`config.mk`:
```
export PLATFORM = sky130hd
export DESIGN_NAME = uart_rx_word_receiver
export DESIGN_NICKNAME = d
export VERILOG_FILES = /design/src/rtl/uart_rx_word_receiver_pkg.sv /design/src/rtl/uart_rx_sync.sv /design/src/rtl/uart_rx_word_receiver.sv
export SDC_FILE = /design/constraint.sdc
export NUM_CORES = 1
export LEC_CHECK = 0
export ABC_AREA = 1
export CORE_MARGIN = 2
export CORE_UTILIZATION = 40
export DETAILED_ROUTE_END_ITERATION = 10
export PLACE_DENSITY = 0.61
export SLEW_MARGIN = 20
export SYNTH_ARGS = -nofsm -noshare
export SYNTH_HDL_FRONTEND = slang
export SYNTH_HIERARCHICAL = 1
export SYNTH_SLANG_ARGS = --single-unit
```
`constraint.sdc`:
```
create_clock -name CLK_Baudin -period 1.9 [get_ports CLK_Baudin]
set_input_delay 0.38 -clock CLK_Baudin [delete_from_list [all_inputs] [get_ports CLK_Baudin]]
set_output_delay 0.38 -clock CLK_Baudin [all_outputs]
set_load 0.01 [all_outputs]
```
`src/rtl/uart_rx_word_receiver_pkg.sv`:
```
// Shared definitions for the UART word receiver: FSM state encoding, frame-level constants,
// default frame geometry and the parity check helper.
package uart_rx_word_receiver_pkg;

    typedef enum logic [2:0] {
        StIdle,
        StStart,
        StData,
        StParity,
        StStop,
        StWaitIdle
    } rx_state_e;

    // Line levels of the framing bits; the idle line sits at STOP_BIT.
    localparam logic START_BIT = 1'b0;
    localparam logic STOP_BIT  = 1'b1;

    localparam int unsigned DefaultOvs   = 16;
    localparam int unsigned DefaultDataW = 32;

    // True when the received parity bit disagrees with the selected parity mode.
    // data_xor is the XOR reduction of the data bits; odd selects odd parity.
    function automatic logic parity_mismatch(logic data_xor, logic par_bit, logic odd);
        return (data_xor ^ par_bit) != odd;
    endfunction

endpackage

```
`src/rtl/uart_rx_sync.sv`:
```
// Two-flop synchronizer for the asynchronous serial line plus falling-edge detect.
// All flops reset to the idle line level so reset never looks like a start edge.
// Ports:
//   clk_i   receive clock
//   rst_ni  asynchronous active-low reset
//   rx_i    raw serial line
//   rx_s_o  synchronized line value
//   fall_o  one-cycle pulse when the synchronized line goes 1 -> 0
module uart_rx_sync
    import uart_rx_word_receiver_pkg::*;
(
    input  logic clk_i,
    input  logic rst_ni,
    input  logic rx_i,
    output logic rx_s_o,
    output logic fall_o
);

    logic meta_q, meta_d;
    logic rx_s_q, rx_s_d;
    logic rx_prev_q, rx_prev_d;

    always_comb begin
        meta_d    = rx_i;
        rx_s_d    = meta_q;
        rx_prev_d = rx_s_q;
    end

    always_ff @(posedge clk_i or negedge rst_ni) begin
        if (!rst_ni) begin
            meta_q    <= STOP_BIT;
            rx_s_q    <= STOP_BIT;
            rx_prev_q <= STOP_BIT;
        end else begin
            meta_q    <= meta_d;
            rx_s_q    <= rx_s_d;
            rx_prev_q <= rx_prev_d;
        end
    end

    assign rx_s_o = rx_s_q;
    assign fall_o = rx_prev_q & ~rx_s_q;

endmodule

```
`src/rtl/uart_rx_word_receiver.sv`:
```
// Oversampling UART receiver for DATA_W-bit words: start, data LSB first, optional parity,
// one stop bit. The received word is offered on a valid/ack handshake with parity, framing
// and overrun qualifiers.
// Ports:
//   CLK_Baudin  receive clock, OVS x bit rate
//   RstRx       asynchronous active-low reset
//   SerialIn    asynchronous serial line, idle high
//   DataOut     last delivered word, stable while DataValid
//   DataValid   word available, held until DataAck
//   DataAck     consumer accepts the word
//   DoneRx      one-cycle pulse per completed frame
//   ParityErr   parity mismatch on the last frame
//   FrameErr    stop bit sampled low on the last frame
//   OverrunErr  frame completed while the previous word was unacknowledged
//   Busy        receiver not idle
module uart_rx_word_receiver
    import uart_rx_word_receiver_pkg::*;
#(
    parameter int unsigned OVS        = DefaultOvs,
    parameter int unsigned DATA_W     = DefaultDataW,
    parameter int unsigned PARITY_EN  = 1,
    parameter int unsigned PARITY_ODD = 0
) (
    input  logic              CLK_Baudin,
    input  logic              RstRx,
    input  logic              SerialIn,
    output logic [DATA_W-1:0] DataOut,
    output logic              DataValid,
    input  logic              DataAck,
    output logic              DoneRx,
    output logic              ParityErr,
    output logic              FrameErr,
    output logic              OverrunErr,
    output logic              Busy
);

    localparam int unsigned TickW = (OVS > 1) ? $clog2(OVS) : 1;
    localparam int unsigned BitW  = $clog2(DATA_W + 1);

    localparam logic [TickW-1:0] TickHalf = TickW'(OVS / 2 - 1);
    localparam logic [TickW-1:0] TickLast = TickW'(OVS - 1);
    localparam logic [BitW-1:0]  BitLast  = BitW'(DATA_W - 1);

    logic rx_s;
    logic rx_fall;

    uart_rx_sync u_sync (
        .clk_i  (CLK_Baudin),
        .rst_ni (RstRx),
        .rx_i   (SerialIn),
        .rx_s_o (rx_s),
        .fall_o (rx_fall)
    );

    rx_state_e         state_q, state_d;
    logic [TickW-1:0]  tick_q, tick_d;
    logic [BitW-1:0]   bit_q, bit_d;
    logic [DATA_W-1:0] shift_q, shift_d;
    logic              perr_q, perr_d;
    logic [DATA_W-1:0] dout_q, dout_d;
    logic              valid_q, valid_d;
    logic              done_q, done_d;
    logic              par_err_q, par_err_d;
    logic              frm_err_q, frm_err_d;
    logic              ovr_q, ovr_d;

    logic complete;
    logic ack_take;

    // Frame sequencing: tick counter marks mid-bit sample points, bit counter tracks data bits.
    always_comb begin
        state_d  = state_q;
        tick_d   = tick_q;
        bit_d    = bit_q;
        shift_d  = shift_q;
        perr_d   = perr_q;
        complete = 1'b0;

        unique case (state_q)
            StIdle: begin
                if (rx_fall) begin
                    state_d = StStart;
                    tick_d  = '0;
                end
            end
            StStart: begin
                // Re-check the start bit half a bit in; a high line here was a glitch.
                if (tick_q == TickHalf) begin
                    tick_d = '0;
                    if (rx_s == START_BIT) begin
                        state_d = StData;
                        bit_d   = '0;
                    end else begin
                        state_d = StIdle;
                    end
                end else begin
                    tick_d = tick_q + TickW'(1);
                end
            end
            StData: begin
                if (tick_q == TickLast) begin
                    tick_d  = '0;
                    shift_d = {rx_s, shift_q[DATA_W-1:1]};
                    if (bit_q == BitLast) begin
                        state_d = (PARITY_EN != 0) ? StParity : StStop;
                        perr_d  = 1'b0;
                    end else begin
                        bit_d = bit_q + BitW'(1);
                    end
                end else begin
                    tick_d = tick_q + TickW'(1);
                end
            end
            StParity: begin
                if (tick_q == TickLast) begin
                    tick_d  = '0;
                    perr_d  = parity_mismatch(^shift_q, rx_s, PARITY_ODD != 0);
                    state_d = StStop;
                end else begin
                    tick_d = tick_q + TickW'(1);
                end
            end
            StStop: begin
                if (tick_q == TickLast) begin
                    tick_d   = '0;
                    complete = 1'b1;
                    state_d  = (rx_s == STOP_BIT) ? StIdle : StWaitIdle;
                end else begin
                    tick_d = tick_q + TickW'(1);
                end
            end
            StWaitIdle: begin
                // Line held low past the stop bit: wait for it to recover before rearming.
                if (rx_s == STOP_BIT) begin
                    state_d = StIdle;
                end
            end
            default: begin
                state_d = StIdle;
            end
        endcase
    end

    // Output register and handshake. An ack in the completion cycle frees the slot for the
    // new word, so it is loaded instead of flagged as an overrun.
    always_comb begin
        dout_d    = dout_q;
        valid_d   = valid_q;
        done_d    = 1'b0;
        par_err_d = par_err_q;
        frm_err_d = frm_err_q;
        ovr_d     = ovr_q;
        ack_take  = DataAck & valid_q;

        if (ack_take) begin
            valid_d = 1'b0;
            ovr_d   = 1'b0;
        end

        if (complete) begin
            done_d    = 1'b1;
            par_err_d = perr_q;
            frm_err_d = (rx_s != STOP_BIT);
            if (!valid_q || ack_take) begin
                dout_d  = shift_q;
                valid_d = 1'b1;
            end else begin
                ovr_d = 1'b1;
            end
        end
    end

    always_ff @(posedge CLK_Baudin or negedge RstRx) begin
        if (!RstRx) begin
            state_q   <= StIdle;
            tick_q    <= '0;
            bit_q     <= '0;
            shift_q   <= '0;
            perr_q    <= 1'b0;
            dout_q    <= '0;
            valid_q   <= 1'b0;
            done_q    <= 1'b0;
            par_err_q <= 1'b0;
            frm_err_q <= 1'b0;
            ovr_q     <= 1'b0;
        end else begin
            state_q   <= state_d;
            tick_q    <= tick_d;
            bit_q     <= bit_d;
            shift_q   <= shift_d;
            perr_q    <= perr_d;
            dout_q    <= dout_d;
            valid_q   <= valid_d;
            done_q    <= done_d;
            par_err_q <= par_err_d;
            frm_err_q <= frm_err_d;
            ovr_q     <= ovr_d;
        end
    end

    assign DataOut    = dout_q;
    assign DataValid  = valid_q;
    assign DoneRx     = done_q;
    assign ParityErr  = par_err_q;
    assign FrameErr   = frm_err_q;
    assign OverrunErr = ovr_q;
    assign Busy       = (state_q != StIdle);

endmodule

```
==> impl_metrics.tcl <==
set metrics [dict create \
    cts.sink_count 86 \
    drcViolationCount 0 \
    synth.area.top_cells "dfrtp_1 51%, nand2_1 23%, o21ai_0 7.2%, inv_1 4.1%, o21ai_1 2.0%" \
    maximum_frequency_from_static_timing_analysis_ghz 0.548 \
    worst_r2r_endpoint "DataOut[21]$_DFFE_PN0P_" \
    grt_setup_unrepaired "true" \
    diodes 0 \
    register_area_um2 2160 \
    synth-seq-cells 86 \
    sequentialPowerShare 0.487 \
    dp_hpwl_mm 5.77 \
    start_util 0.415 \
    dr.first_iter.drc_count 109 \
    post_synth_instance_area_um2 4070 \
    multiInputGateArea_um2 1730 \
    setup.worst_path.end "DataOut[21]$_DFFE_PN0P_" \
    num_io_pins 42 \
    vias 3356 \
    final.min_clock_period_ns 1.82 \
    p_sw_frac 0.284 \
    power.density_nw_per_um2 834 \
    hold_path_class "reg2reg" \
    final_layout_size_suffix_gt1_frac 0.0838 \
    max_cap_viols 0 \
    pin_count_of_the_biggest_net_entering_global_routing 63 \
    ctsRootBufferMaster "clkbuf_8" \
    fin_setup_tns_ns 0 \
    wl_mm 8.23 \
    chipHeight_um 105 \
    timing.final.max_slew_violations 0 \
    post_drt_antenna_nets 0 \
    worstSkewPairLatency_ns 0.36 \
    routed_length_per_placed_instance_um 11.5 \
    critPathRequiredTime_ns 2.14 \
    timing.max_slew.rel_slack 0.678 \
    start_kind "flip-flop" \
    final.hold.worst_slack_ns 0.357 \
    fillers 982 \
    synth_top_area_frac 0.510 \
    critPathCaptureType "flip-flop" \
    final_net_count 586 \
    cts-root-to-sink-buffers 2 \
    syn_to_final_growth_pct 22.1 \
    period_share 0.960 \
    number_of_cell_instances_on_the_worst_register_to_register_path 9 \
    static-leakage-power_nw 2.36 \
    number_of_global_route_vias_before_repair 3240 \
    synth_warnings 6 \
    floorplan.rows 36 \
    post-synth-top-area-cell "dfrtp_1" \
    max_slew.worst_pin.slew_ns 0.477 \
    power_frac_clock 0.340 \
    synth_cell_type_count 26 \
    routabilityCongestion 0.836 \
    status "completed" \
    yosysSeqAreaShare 0.529 \
    switchingPower_w 0.00118 \
    clk_slew_on_worst_s_h_paths_ns 0.08 \
    p_comb_frac 0.173 \
    vdd_drop_max_v 0.000365 \
    antenna_violations_before_repair 0 \
    tritoncts "yes" \
    synthCells 531 \
    grt_util_all_layers 0.161 \
    p_int_w 0.00297 \
    grt_remaining_overflow 0 \
    final.setup_skew_ns 0.00635 \
    die_width_um 105 \
    report.final.setup_viol 0 \
    timing_hold_violations_final 0 \
    synth.net_count 537 \
    worst_r2r_startpoint "tick_q[0]$_DFFE_PN0P_" \
    regToRegSetupSlack_ns 0.08 \
    dr.pass1.iters 4 \
    area_of_the_die_um2 11000 \
    critPathMaxFanout 28 \
    cts-buffers-inserted 9 \
    timing.setup.critical_path_class "reg2reg" \
    place.port_buffers 41 \
    crit_path_start "tick_q[0]$_DFFE_PN0P_" \
    ctsHtreeMaxLevel 3 \
    first_pass_grt_wire_length_mm 14.4 \
    core_region_area_um2 9820 \
    arrival_ns 2.07 \
    via_per_inst 4.67 \
    avgSynthCellArea_um2 7.67 \
]
Yosys cell counts, drive strengths merged:
cell type	count
mux2	3
a21oi	9
nor2	20
xor2	3
nand2	253
a21boi	1
o2111ai	1
ha	2
o211ai	1
clkbuf	12
nor3	2
inv	49
dfrtp	83
o21a	1
dfstp	3
o21ai	75
nand4	1
nand3	9
xnor2	3
sequential cells by signal (all words and copies together), names as in the netlist:
name / cells
DataOut: 32
DataValid: 1
DoneRx: 1
FrameErr: 1
OverrunErr: 1
ParityErr: 1
bit_q: 6
perr_q: 1
shift_q: 32
state_q: 3
tick_q: 4
u_sync/meta_q: 1
u_sync/rx_prev_q: 1
u_sync/rx_s_o: 1
worst min path at each step:
| stage | slack [ns] | depth (start not counted) | to | start |
|---|---|---|---|---|
| 2_1_floorplan | 0.08 | 0 | DataOut[0]$_DFFE_PN0P_ | RstRx |
| 3_3_place_gp | 0.31 | 1 | DataOut[5]$_DFFE_PN0P_ | RstRx |
| 3_5_place_dp | 0.32 | 1 | DataOut[5]$_DFFE_PN0P_ | RstRx |
| 4_1_cts | 0.36 | 0 | u_sync/rx_s_o$_DFF_PN1_ | u_sync/meta_q$_DFF_PN1_ |
| 5_1_grt | 0.37 | 0 | u_sync/rx_s_o$_DFF_PN1_ | u_sync/meta_q$_DFF_PN1_ |
| 6_report | 0.36 | 0 | u_sync/rx_s_o$_DFF_PN1_ | u_sync/meta_q$_DFF_PN1_ |
cells by family (layout without fill, tap and decap cells):
logic type               count (synthesis)  in the layout  share of synthesized area
XOR/XNOR                                 6              6                     0.0129
adder cells (fa/ha/maj)                  2              2                    0.00614
multiplexers                             3              3                    0.00829
AND/OR/NAND/NOR                        285            285                      0.276
buffers and inverters                   61            115                     0.0562
AO/OA/AOI/OAI                           88             88                      0.111
flip-flops                              86             86                      0.529
placed cells by master (no fill, tap or decap):
cell type        instances
o2111ai_2                1
inv_1                   45
o21ai_1                 19
nor2_1                  12
inv_2                    4
xnor2_1                  3
dfrtp_1                 80
clkbuf_8                10
buf_4                    6
nand2_2                  1
nor2_4                   3
nand2_1                252
nand3_4                  1
o21a_1                   1
mux2_1                   1
clkinv_2                 2
nand3_1                  8
buf_12                   3
o21ai_0                 56
nor2_2                   5
mux2_2                   2
dlygate4sd3_1            1
dfstp_2                  3
nor3_4                   2
a21boi_2                 1
dlymetal6s2s_1           1
clkbuf_1                 2
nand4_1                  1
o211ai_1                 1
xor2_1                   3
bufinv_16                2
a21oi_1                  9
ha_1                     2
dfrtp_2                  3
clkdlybuf4s50_1         39
layer usage:
| layer | global-route usage | vias up | wire [µm] |
|---|---|---|---|
| met5 | 0 | - | 0 |
| met4 | 0.0819 | 0 | 194 |
| met3 | 0.0368 | 16 | 318 |
| met2 | 0.250 | 54 | 3670 |
| met1 | 0.211 | 1530 | 4050 |
| li1 | - | 1756 | - |
repair_timing:
| item | in CTS | in global routing |
|---|---|---|
| buffers inserted | 2 | 1 |
| hold buffers | 1 | 0 |
| resized for setup | 7 | 9 |
| setup endpoints to repair | 5 | 15 |
| hold endpoints to repair | 21 | 0 |
cell type report:
type                            count  area share
Inverter                           49      0.0370
Sequential cell                    86       0.434
Clock inverter                      4      0.0141
Tap cell                          133      0.0335
Timing Repair Buffer               50       0.104
Multi-Input combinational cell    384       0.348
Clock buffer                       12      0.0292
worst max-delay path, cell delays in order (launching register included):
cell and delay, ns:
dfrtp_1 0.40, ha_1 0.21, nand2_1 0.09, nor2_2 0.18, inv_1 0.14, nor2_4 0.16, nand2_2 0.11, buf_4 0.23
nand2_1 0.09, o21ai_0 0.08
stage by stage:
| step | cell area [µm²] | instances | setup WS, ns | total power, W | util |
|---|---|---|---|---|---|
| after floorplan | 4070 | 531 | 0.290 | 0.00245 | - |
| after global routing | 4970 | 718 | -0.0450 | 0.00438 | 0.507 |
| after detailed placement | 4680 | 698 | 0.000659 | 0.00265 | 0.476 |
| final | 4970 | 718 | 0.0764 | 0.00415 | 0.507 |
| after global placement | 4680 | 698 | 0.0919 | 0.00262 | 0.476 |
| after CTS | 4940 | 717 | 0.00392 | 0.00415 | 0.503 |
power groups by stage:
stage | sequential [W] | clock, W | combinational, W
after detailed placement | 0.00207 | 0 | 0.000583
after floorplan | 0.00205 | 0 | 0.000401
after global routing | 0.00203 | 0.00154 | 0.000810
after global placement | 0.00206 | 0 | 0.000553
final | 0.00202 | 0.00141 | 0.000717
after CTS | 0.00202 | 0.00146 | 0.000672
(Power assumes the default switching activity.)
